[src/rtl/prf_read_sched_pkg.sv]
// Shared types and defaults for the PRF exec read-port scheduler.
package prf_read_sched_pkg;

    localparam int PRF_PREG_W  = 6;
    localparam int PRF_DATA_W  = 32;
    localparam int NUM_CLASSES = 3;

    // One requester's operand-read request.
    typedef struct packed {
        logic                  req;
        logic                  urgent;
        logic [PRF_PREG_W-1:0] rs1;
        logic [PRF_PREG_W-1:0] rs2;
    } prf_rd_req_t;

    // Scan order of the priority classes: lower value is served first.
    typedef enum logic [1:0] {
        CLS_STARVED = 2'd0,
        CLS_URGENT  = 2'd1,
        CLS_NORMAL  = 2'd2
    } prf_cls_e;

    // Index width that stays at least one bit for single-entry ranges.
    function automatic int idx_width(input int n);
        return (n > 1) ? $clog2(n) : 1;
    endfunction

endpackage

[src/rtl/prf_read_sched_rr_class_picker.sv]
// Round-robin picker for one priority class: grants requesters starting at
// rr_ptr while ports remain, assigning consecutive port numbers from used_in.
module rr_class_picker #(
    parameter int N      = 3,
    parameter int P      = 2,
    parameter int PTR_W  = 2,
    parameter int PORT_W = 1,
    parameter int USED_W = 2
) (
    input  logic [N-1:0]             mask,
    input  logic [PTR_W-1:0]         rr_ptr,
    input  logic [USED_W-1:0]        used_in,
    output logic [N-1:0]             grant,
    output logic [N-1:0][PORT_W-1:0] port,
    output logic                     last_vld,
    output logic [PTR_W-1:0]         last_idx
);

    logic [USED_W-1:0] used;
    logic [PTR_W:0]    idx;

    always_comb begin
        grant    = '0;
        port     = '0;
        last_vld = 1'b0;
        last_idx = '0;
        used     = used_in;
        idx      = '0;
        for (int k = 0; k < N; k++) begin
            // rr_ptr < N, so a single subtraction wraps the scan index
            idx = {1'b0, rr_ptr} + (PTR_W+1)'(k);
            if (idx >= (PTR_W+1)'(N)) begin
                idx = idx - (PTR_W+1)'(N);
            end
            if (mask[idx[PTR_W-1:0]] && (used < USED_W'(P))) begin
                grant[idx[PTR_W-1:0]] = 1'b1;
                port[idx[PTR_W-1:0]]  = PORT_W'(used);
                used                  = used + USED_W'(1);
                last_vld              = 1'b1;
                last_idx              = idx[PTR_W-1:0];
            end
        end
    end

endmodule

[src/rtl/prf_read_sched.sv]
// PRF exec read-port scheduler: three-class round-robin arbitration of
// NUM_EXEC_UNITS requesters onto NUM_READ_PORTS two-operand read ports.
module prf_read_sched
    import prf_read_sched_pkg::*;
#(
    parameter int NUM_EXEC_UNITS = 3,
    parameter int NUM_READ_PORTS = 2,
    parameter int PREG_W         = PRF_PREG_W,
    parameter int DATA_W         = PRF_DATA_W,
    parameter int READ_LATENCY   = 1,
    parameter int STARVE_LIMIT   = 4
) (
    input  logic                                   clk,
    input  logic                                   rst,
    input  logic                                   flush,
    input  logic                                   exec_req      [NUM_EXEC_UNITS],
    input  logic                                   exec_urgent   [NUM_EXEC_UNITS],
    input  logic [PREG_W-1:0]                      exec_rs1_preg [NUM_EXEC_UNITS],
    input  logic [PREG_W-1:0]                      exec_rs2_preg [NUM_EXEC_UNITS],
    output logic                                   exec_grant    [NUM_EXEC_UNITS],
    output logic [PREG_W-1:0]                      prf_exec_preg [NUM_READ_PORTS][2],
    input  logic [DATA_W-1:0]                      prf_exec_data [NUM_READ_PORTS][2],
    output logic                                   exec_rdata_valid [NUM_EXEC_UNITS],
    output logic [DATA_W-1:0]                      exec_rs1_data [NUM_EXEC_UNITS],
    output logic [DATA_W-1:0]                      exec_rs2_data [NUM_EXEC_UNITS],
    output logic [idx_width(NUM_EXEC_UNITS)-1:0]   rr_ptr_o
);

    localparam int N      = NUM_EXEC_UNITS;
    localparam int P      = NUM_READ_PORTS;
    localparam int PTR_W  = idx_width(N);
    localparam int PORT_W = idx_width(P);
    localparam int USED_W = $clog2(P + 1);
    localparam int CNT_W  = $clog2(STARVE_LIMIT + 1);

    logic [PTR_W-1:0]                        rr_ptr_reg, rr_ptr_next;
    logic [CNT_W-1:0]                        wait_cnt_reg [N];
    logic                                    active;
    logic [NUM_CLASSES-1:0][N-1:0]           cls_mask;
    logic [NUM_CLASSES-1:0][USED_W-1:0]      used_in;
    logic [NUM_CLASSES-1:0][N-1:0]           pick_grant;
    logic [NUM_CLASSES-1:0][N-1:0][PORT_W-1:0] pick_port;
    logic [NUM_CLASSES-1:0]                  last_vld;
    logic [NUM_CLASSES-1:0][PTR_W-1:0]       last_idx;
    logic [N-1:0]                            grant;
    logic [N-1:0][PORT_W-1:0]                port_of;
    logic [N-1:0]                            rd_valid;
    logic [N-1:0][PORT_W-1:0]                rd_port;

    // Gating on rst keeps grants and port pregs at 0 while reset is held.
    assign active = !rst && !flush;

    always_comb begin
        cls_mask = '0;
        for (int u = 0; u < N; u++) begin
            if (active && exec_req[u]) begin
                if (wait_cnt_reg[u] == CNT_W'(STARVE_LIMIT)) begin
                    cls_mask[CLS_STARVED][u] = 1'b1;
                end else if (exec_urgent[u]) begin
                    cls_mask[CLS_URGENT][u] = 1'b1;
                end else begin
                    cls_mask[CLS_NORMAL][u] = 1'b1;
                end
            end
        end
    end

    // Ports consumed by higher classes equal their clamped request counts,
    // which avoids a combinational chain through the pickers themselves.
    always_comb begin
        int taken;
        taken   = 0;
        used_in = '0;
        for (int c = 0; c < NUM_CLASSES; c++) begin
            used_in[c] = USED_W'((taken > P) ? P : taken);
            taken      = taken + $countones(cls_mask[c]);
        end
    end

    generate
        for (genvar gi = 0; gi < NUM_CLASSES; gi++) begin : g_cls
            rr_class_picker #(
                .N      (N),
                .P      (P),
                .PTR_W  (PTR_W),
                .PORT_W (PORT_W),
                .USED_W (USED_W)
            ) u_pick (
                .mask     (cls_mask[gi]),
                .rr_ptr   (rr_ptr_reg),
                .used_in  (used_in[gi]),
                .grant    (pick_grant[gi]),
                .port     (pick_port[gi]),
                .last_vld (last_vld[gi]),
                .last_idx (last_idx[gi])
            );
        end
    endgenerate

    // Later classes are scanned later, so their last grant sets the pointer.
    always_comb begin
        grant       = '0;
        port_of     = '0;
        rr_ptr_next = rr_ptr_reg;
        for (int c = 0; c < NUM_CLASSES; c++) begin
            grant   = grant | pick_grant[c];
            port_of = port_of | pick_port[c];
            if (last_vld[c]) begin
                rr_ptr_next = (last_idx[c] == PTR_W'(N - 1)) ? '0 : last_idx[c] + PTR_W'(1);
            end
        end
    end

    always_ff @(posedge clk or posedge rst) begin
        if (rst) begin
            rr_ptr_reg <= '0;
        end else begin
            rr_ptr_reg <= rr_ptr_next;
        end
    end

    generate
        for (genvar gi = 0; gi < N; gi++) begin : g_wait
            always_ff @(posedge clk or posedge rst) begin
                if (rst) begin
                    wait_cnt_reg[gi] <= '0;
                end else if (exec_req[gi] && !grant[gi] && !flush) begin
                    if (wait_cnt_reg[gi] != CNT_W'(STARVE_LIMIT)) begin
                        wait_cnt_reg[gi] <= wait_cnt_reg[gi] + CNT_W'(1);
                    end
                end else begin
                    wait_cnt_reg[gi] <= '0;
                end
            end
        end
    endgenerate

    generate
        if (READ_LATENCY == 0) begin : g_lat0
            assign rd_valid = grant;
            assign rd_port  = port_of;
        end else begin : g_lat1
            logic [N-1:0]             valid_reg;
            logic [N-1:0][PORT_W-1:0] port_reg;

            always_ff @(posedge clk or posedge rst) begin
                if (rst) begin
                    valid_reg <= '0;
                    port_reg  <= '0;
                end else begin
                    valid_reg <= flush ? '0 : grant;
                    port_reg  <= port_of;
                end
            end

            assign rd_valid = valid_reg;
            assign rd_port  = port_reg;
        end
    endgenerate

    always_comb begin
        for (int p = 0; p < P; p++) begin
            prf_exec_preg[p][0] = '0;
            prf_exec_preg[p][1] = '0;
        end
        for (int u = 0; u < N; u++) begin
            if (grant[u]) begin
                prf_exec_preg[port_of[u]][0] = exec_rs1_preg[u];
                prf_exec_preg[port_of[u]][1] = exec_rs2_preg[u];
            end
        end
    end

    generate
        for (genvar gi = 0; gi < N; gi++) begin : g_out
            assign exec_grant[gi]       = grant[gi];
            assign exec_rdata_valid[gi] = rd_valid[gi];
            assign exec_rs1_data[gi]    = rd_valid[gi] ? prf_exec_data[rd_port[gi]][0] : '0;
            assign exec_rs2_data[gi]    = rd_valid[gi] ? prf_exec_data[rd_port[gi]][1] : '0;
        end
    endgenerate

    assign rr_ptr_o = rr_ptr_reg;

endmodule

[config.mk]
export PLATFORM = sky130hd
export DESIGN_NAME = prf_read_sched
export DESIGN_NICKNAME = d
export VERILOG_FILES = /design/src/rtl/prf_read_sched_pkg.sv /design/src/rtl/prf_read_sched_rr_class_picker.sv /design/src/rtl/prf_read_sched.sv
export SDC_FILE = /design/constraint.sdc
export NUM_CORES = 1
export LEC_CHECK = 0
export CAP_MARGIN = 5
export CORE_AREA = 2 2 153 155
export CTS_CLUSTER_SIZE = 12
export DETAILED_ROUTE_END_ITERATION = 8
export DIE_AREA = 0 0 155 157
export GPL_TIMING_DRIVEN = 0
export PLACE_DENSITY_LB_ADDON = 0.3
export SKIP_LAST_GASP = 1
export SLEW_MARGIN = 10
export SYNTH_ARGS = -nofsm -noshare
export SYNTH_HDL_FRONTEND = slang
export SYNTH_SLANG_ARGS = --single-unit
[constraint.sdc]
create_clock -name clk -period 9.35 [get_ports clk]
set_clock_uncertainty 0.1 [all_clocks]
set_input_delay 2.3375 -clock clk [delete_from_list [all_inputs] [get_ports clk]]
set_output_delay 2.3375 -clock clk [all_outputs]
set_load 0.005 [all_outputs]
Yosys cells after proc, flatten, opt, wreduce, memory -nomap -nowiden
Index checks and enable logic that the tools add are counted.
{ "totals": {"input_bits": 173, "latchBits": 0, "romBits": 0, "out_inout_bits": 224, "n_memories": 0, "word_cells": 266, "register_bits": 17, "mem_bits_rw": 0} }
{ "op_classes": {"eq_ne": 12, "n_reduce_logical": 30, "shifts": 0, "add_sub_neg": 21, "order_cmp": 28, "mux": 147, "bitwise_logic": 20, "n_div": 0, "mul": 0} }
{ "ops": {"columns": ["cell", "n"], "rows": [
  ["two-way mux 64 bit", 9],
  ["two-way mux 32 bit", 6],
  ["bitwise mux 24 bit", 5],
  ["demux 12 bit (select 1 bit)", 6],
  ["two-way mux 24 bit", 3],
  ["two-way mux 3 bit", 24],
  ["two-way mux 2 bit", 25],
  ["two-way mux 1 bit", 46],
  ["two-way mux 12 bit", 3],
  ["bitwise OR 3 bit", 10],
  ["AND 24 bit", 1],
  ["logical AND 1 bit", 24],
  ["binary-select mux 1 bit (select 2 bit)", 9],
  ["two-way mux 6 bit", 3],
  ["bitwise mux 3 bit", 5],
  ["adder 2 x 1 -> 2 bit (second input constant)", 7],
  ["greater-or-equal comparator 2 bit (second input constant)", 7],
  ["less-than comparator 2 bit (second input constant)", 7],
  ["NOT 1 -> 2 bit", 6],
  ["adder 3 x 1 -> 3 bit (second input constant)", 3],
  ["AND 3 bit", 3],
  ["equality test 3 bit (second input constant)", 3],
  ["less-than comparator 2 x 3 -> 1 bit (second input constant)", 3],
  ["!= test 3 bit (second input constant)", 3],
  ["other kinds (18)", 37]
]} }

Depth between registers and ports, before layout
{ "logic_depth": {"word_depth": 33, "depth_mapped": 22} }

Cells and area by module
A second synthesis with hierarchy kept.
{ "unflattened": {"hier_cells": 881, "area_unflattened_um2": 6807.8} }
{ "by_module_without_submodules": {"columns": ["mod", "cells_per_inst", "instances", "seq_area_each_um2", "area_per_inst_um2"], "rows": [
  ["prf_read_sched", 661, 1, 425.4, 5047.3],
  ["rr_class_picker at g_cls[0].u_pick ...", 76, 2, 0.0, 618.1],
  ["rr_class_picker at g_cls[2].u_pick", 68, 1, 0.0, 524.3]
]} }

Worst setup path after synthesis
Ideal clock, no wire load.
{ "synth_path": {"path_type": "input-to-output", "startpoint": "input rst", "endpoint": "output prf_exec_preg[7] in the netlist's numbering", "setup_slack_ps": -621, "arrival_time_ps": 7533, "stages": 21, "n_path_buf": 5, "path_cell_list": "buf_6 > or3b_1 > clkbuf_1 > nor2_1 > inv_1 > fa_1 > clkinv_1 > fa_1 > ha_1 > fa_1 > or3_1 > or3_1 > a221oi_2 > a31o_1 > o21ai_0 > or3b_1 > clkbuf_1 > buf_2 > buf_2 > nand4_1 > a21oi_1"} }
{ "synth_rtl": {"columns": ["element", "line_no", "rtl"], "rows": [
  ["start: declaration", "prf_read_sched.sv:14", "input logic rst,"],
  ["end: declaration", "prf_read_sched.sv:21", "output logic [PREG_W-1:0] prf_exec_preg [NUM_READ_PORTS][2],"]
]} }

==> results <==
## power by group through the flow
stage | logic, W | clock network [W] | registers (W)
finish | 0.00186 | 0.0000892 | 0.000105
global route | 0.00195 | 0.0000926 | 0.000107
CTS | 0.00178 | 0.0000902 | 0.000104
detailed placement | 0.00165 | 0 | 0.000106
global placement | 0.00166 | 0 | 0.000105
floorplan | 0.000768 | 0 | 0.000101
## kinds of logic (layout without fill, tap and decap cells)
kind of cell | after synthesis | after routing | share of synthesized area (%)
AOI/OAI and AO/OA | 146 | 146 | 17.0
buffers and inverters | 103 | 571 | 6.24
other | 0 | 14 | 0
adders and majority gates | 18 | 18 | 3.70
and+or+nand+nor | 395 | 395 | 35.8
muxes | 197 | 197 | 30.1
DFF | 17 | 17 | 6.48
xor gates and xnor gates | 5 | 5 | 0.668
## metrics by stage
step / util [%] / hold WS [ps]
CTS: 52.3 / 446
global placement: 48.9 / 441
floorplan: - / 417
detailed placement: 48.9 / 438
finish: 53.2 / 445
global route: 53.2 / 480
## area by class of cell
cell class,instances,area [um^2]
clock inverter,1,5.00
sequential,17,425
buffer,74,384
inverter,27,111
clock buffer,3,75.1
antenna,14,35.0
tap,285,357
fill,2148,10500
timing repair buffer,466,4440
multi-input combinational,761,6140
## layer usage
metal,up-vias,routed length (um),track usage (%)
met5,-,84,0
li1,4144,-,-
met3,96,3580,7.38
met4,14,1140,8.86
met1,4247,16000,38.3
met2,525,18700,51.2
## cell usage in the layout, fill, tap and decap left out, types with 10 or more instances in the layout
| master | count |
|---|---|
| sky130_fd_sc_hd__o21ai_0 | 16 |
| sky130_fd_sc_hd__clkdlybuf4s50_1 | 365 |
| sky130_fd_sc_hd__dfrtp_1 | 17 |
| sky130_fd_sc_hd__ha_1 | 12 |
| sky130_fd_sc_hd__buf_1 | 10 |
| sky130_fd_sc_hd__diode_2 | 14 |
| sky130_fd_sc_hd__a21oi_1 | 31 |
| sky130_fd_sc_hd__and2_1 | 16 |
| sky130_fd_sc_hd__inv_1 | 22 |
| sky130_fd_sc_hd__buf_2 | 27 |
| sky130_fd_sc_hd__nor3_1 | 18 |
| sky130_fd_sc_hd__nor2_1 | 24 |
| sky130_fd_sc_hd__clkbuf_1 | 48 |
| sky130_fd_sc_hd__buf_6 | 15 |
| sky130_fd_sc_hd__a221o_1 | 13 |
| sky130_fd_sc_hd__buf_4 | 59 |
| sky130_fd_sc_hd__nand4_1 | 16 |
| sky130_fd_sc_hd__nand3_1 | 18 |
| sky130_fd_sc_hd__nor2b_1 | 197 |
| sky130_fd_sc_hd__nand2_1 | 35 |
| sky130_fd_sc_hd__mux2i_1 | 194 |
## worst register-to-register path, delay by kind of cell, from the launching register on
family / cells / cell delay, ps
AO/OA/AOI/OAI: 2 / 220
adder cells (fa/ha/maj): 6 / 2320
buffers and inverters: 7 / 1020
AND/OR/NAND/NOR: 6 / 1580
flip-flops: 1 / 380
## repair_timing
| item | 4_1_cts | 5_1_grt |
|---|---|---|
| hold buffers | 0 | 0 |
| gates resized for setup | 170 | 44 |
| cloned | 4 | 0 |
| setup endpoints to repair | 27 | 27 |
| setup buffers | 60 | 14 |
| pin swaps | 42 | 37 |
## worst min path at each step
stage / startpoint / endpoint
finish: wait_cnt_reg[4] / wait_cnt_reg[4]
global route: wait_cnt_reg[4] / wait_cnt_reg[4]
CTS: wait_cnt_reg[4] / wait_cnt_reg[4]
detailed placement: wait_cnt_reg[4] / wait_cnt_reg[4]
global placement: wait_cnt_reg[4] / wait_cnt_reg[4]
floorplan: wait_cnt_reg[7] / wait_cnt_reg[7]
==> flow_results.xml <==
<?xml version="1.0" encoding="UTF-8"?>
<metrics>
  <group name="power">
    <metric name="internal_power" unit="W">0.00110</metric>
    <metric name="worst_ir_drop_vdd" unit="V">0.000106</metric>
    <metric name="power.leakage" unit="nW">4.18</metric>
    <metric name="pwr-share-seq" unit="%">5.1</metric>
    <metric name="power.share.clock" unit="%">4.3</metric>
    <metric name="sw_frac_of_total" unit="%">46.5</metric>
    <metric name="comb_power_share" unit="%">90.6</metric>
    <metric name="total_power_consumption_of_the_routed_design" unit="W">0.00206</metric>
    <metric name="power.net_switching" unit="W">0.000956</metric>
    <metric name="power.density_cell_area" unit="nW/um^2">172</metric>
  </group>
  <group name="place">
    <metric name="placed_area" unit="um^2">11000</metric>
    <metric name="post-place-cells" unit="">1560</metric>
    <metric name="place.port_buffers" unit="">394</metric>
    <metric name="finalWeightedCongestion" unit="">1.02</metric>
    <metric name="hpwl" unit="mm">31.5</metric>
    <metric name="pre_cts_ws" unit="ps">-1880</metric>
  </group>
  <group name="floorplan">
    <metric name="die_area" unit="um^2">24300</metric>
    <metric name="initial_utilization" unit="%">29.2</metric>
    <metric name="floorplan.core_area" unit="um^2">22500</metric>
    <metric name="floorplan.rows" unit="">55</metric>
    <metric name="ios" unit="">397</metric>
    <metric name="chipHeight" unit="um">157</metric>
    <metric name="dieWidth" unit="um">155</metric>
  </group>
  <group name="setup_path">
    <metric name="path_delay_family" unit="">adder cells</metric>
    <metric name="critical-path-slowest-cell" unit="">sky130_fd_sc_hd__fa_2</metric>
    <metric name="reg2regPathDepth" unit="">21</metric>
    <metric name="crit_buf_inv" unit="">6</metric>
    <metric name="critical_path.reg2reg.startpoint" unit="">wait_cnt_reg[3]</metric>
    <metric name="critPathCapture" unit="">prf_exec_preg[18]</metric>
    <metric name="rrSetupSlack" unit="ps">3640</metric>
    <metric name="worstSetupStartpointType" unit="">input port</metric>
    <metric name="worst-endpoint-required" unit="ps">6910</metric>
    <metric name="arrival" unit="ps">7310</metric>
    <metric name="critical_path.endpoint_type" unit="">output port</metric>
    <metric name="crit_startpoint" unit="">rst</metric>
    <metric name="critical_path.max_fanout" unit="">6</metric>
    <metric name="timing.critical_path.cells" unit="">buf_12 -&gt; or3b_4 -&gt; nor2_4 -&gt; inv_2 -&gt; fa_2 -&gt; clkinv_4 -&gt; fa_1 -&gt; ha_2 -&gt; fa_1 -&gt; or3_4 -&gt; or3_4 -&gt; a221oi_4 -&gt; a31o_4 -&gt; a2111o_1 -&gt; a221oi_4 -&gt; buf_6 -&gt; buf_4 -&gt; nor4b_2 -&gt; a221o_1 -&gt; buf_2</metric>
    <metric name="worstSetupPathType" unit="">input port to output port</metric>
    <metric name="r2r-end" unit="">wait_cnt_reg[8]</metric>
    <metric name="number_of_stages_on_the_worst_setup_path" unit="">20</metric>
    <metric name="critPathMaxStageDelay" unit="ps">630</metric>
  </group>
  <group name="global_route">
    <metric name="grtUsageTotal" unit="%">30.3</metric>
    <metric name="maximum_number_of_pins_on_one_net_before_global_route_repair" unit="">18</metric>
    <metric name="grt_antenna_before_repair" unit="">18</metric>
    <metric name="total_grt_overflow" unit="">0</metric>
    <metric name="first_global_vias" unit="">8805</metric>
    <metric name="grt_pass1_wl" unit="mm">56.8</metric>
  </group>
  <group name="yosys">
    <metric name="synth-async-reset-ratio" unit="%">100</metric>
    <metric name="syn-instance-count" unit="">881</metric>
    <metric name="synth_ff_type" unit="">sky130_fd_sc_hd__dfrtp_1</metric>
    <metric name="synth_area_leaders" unit="">sky130_fd_sc_hd__mux2i_1 30%, sky130_fd_sc_hd__nor2b_1 19%, sky130_fd_sc_hd__dfrtp_1 6.5%</metric>
    <metric name="count_of_yosys_warnings_during_synthesis" unit="">0</metric>
    <metric name="ys_seq_elements" unit="">17</metric>
    <metric name="synth_seq_area_share" unit="%">6.48</metric>
    <metric name="post_synth.cell_area_avg" unit="um^2">7.45</metric>
    <metric name="synth_top_cell_area_share" unit="%">29.6</metric>
    <metric name="postSynthNetCount" unit="">1070</metric>
    <metric name="synthTopCellsByCount" unit="">198 x sky130_fd_sc_hd__nor2b_1, 194 x sky130_fd_sc_hd__mux2i_1, 58 x sky130_fd_sc_hd__clkbuf_1, 37 x sky130_fd_sc_hd__a21oi_1, 36 x sky130_fd_sc_hd__nand2_1</metric>
    <metric name="synthMostInstantiatedCell" unit="">sky130_fd_sc_hd__nor2b_1</metric>
    <metric name="post_synth_edffs" unit="">0</metric>
    <metric name="synthesized_area" unit="um^2">6560</metric>
    <metric name="synth_cell_type_count" unit="">80</metric>
    <metric name="synth_largest_area_cell" unit="">sky130_fd_sc_hd__mux2i_1</metric>
  </group>
  <group name="final_layout">
    <metric name="final_cell_count_no_fill" unit="">1648</metric>
    <metric name="largest_register_ffs" unit="">9</metric>
    <metric name="post_route_cells_drive_above_1_share" unit="%">14.7</metric>
    <metric name="area_growth_syn_to_layout" unit="%">82.6</metric>
    <metric name="final_nets" unit="">1539</metric>
    <metric name="final_area" unit="um^2">12000</metric>
  </group>
  <group name="detailed_routing">
    <metric name="detail-route-antenna-nets" unit="">0</metric>
    <metric name="detail_route.wirelength" unit="mm">39.5</metric>
    <metric name="firstDrtPassIters" unit="">5</metric>
    <metric name="avgRoutedWirePerCell" unit="um">24.0</metric>
    <metric name="post_drt_via_cell_ratio" unit="">5.48</metric>
    <metric name="detailroute.via_count" unit="">9026</metric>
    <metric name="drtIter0Drc" unit="">819</metric>
    <metric name="drt_drc_violations_left" unit="">0</metric>
  </group>
  <group name="worst_hold_path">
    <metric name="hp-class" unit="">register to register</metric>
    <metric name="min_path_cells" unit="">2</metric>
  </group>
  <group name="outcome">
    <metric name="outcome" unit="">finished with violations</metric>
    <metric name="failing_checks" unit="">setup timing</metric>
  </group>
  <group name="clock_network">
    <metric name="numCtsBuffers" unit="">3</metric>
    <metric name="h-tree-depth" unit="">1</metric>
    <metric name="clk_transition_reported_paths" unit="ps">60</metric>
    <metric name="clk_latency" unit="ps">260</metric>
    <metric name="cts_tree" unit="">yes</metric>
    <metric name="cts_max_path_buffers" unit="">2</metric>
    <metric name="cts.sink_count" unit="">17</metric>
    <metric name="clock_tree.root_cell" unit="">sky130_fd_sc_hd__clkbuf_16</metric>
  </group>
  <group name="timing">
    <metric name="finalCritPeriodShare" unit="%">104</metric>
    <metric name="grt_setup_unrepaired" unit="">true</metric>
    <metric name="worst_slew_margin_rel" unit="%">23.2</metric>
    <metric name="setup_total_negative_slack" unit="ps">-7020</metric>
    <metric name="total_count_of_max_transition_violations_in_the_final_report" unit="">0</metric>
    <metric name="timing.final.hold_violations" unit="">0</metric>
    <metric name="clock.fmax" unit="MHz">103</metric>
    <metric name="final-setup-viol-count" unit="">26</metric>
    <metric name="final_period_minus_worst_setup_slack" unit="ps">9750</metric>
    <metric name="setup_slack" unit="ps">-399</metric>
    <metric name="tightestPinTransition" unit="ps">1150</metric>
  </group>
  <group name="flow_run">
    <metric name="drv.max_cap_violation_count" unit="">0</metric>
  </group>
</metrics>
Power figures use the tool's default switching activity.
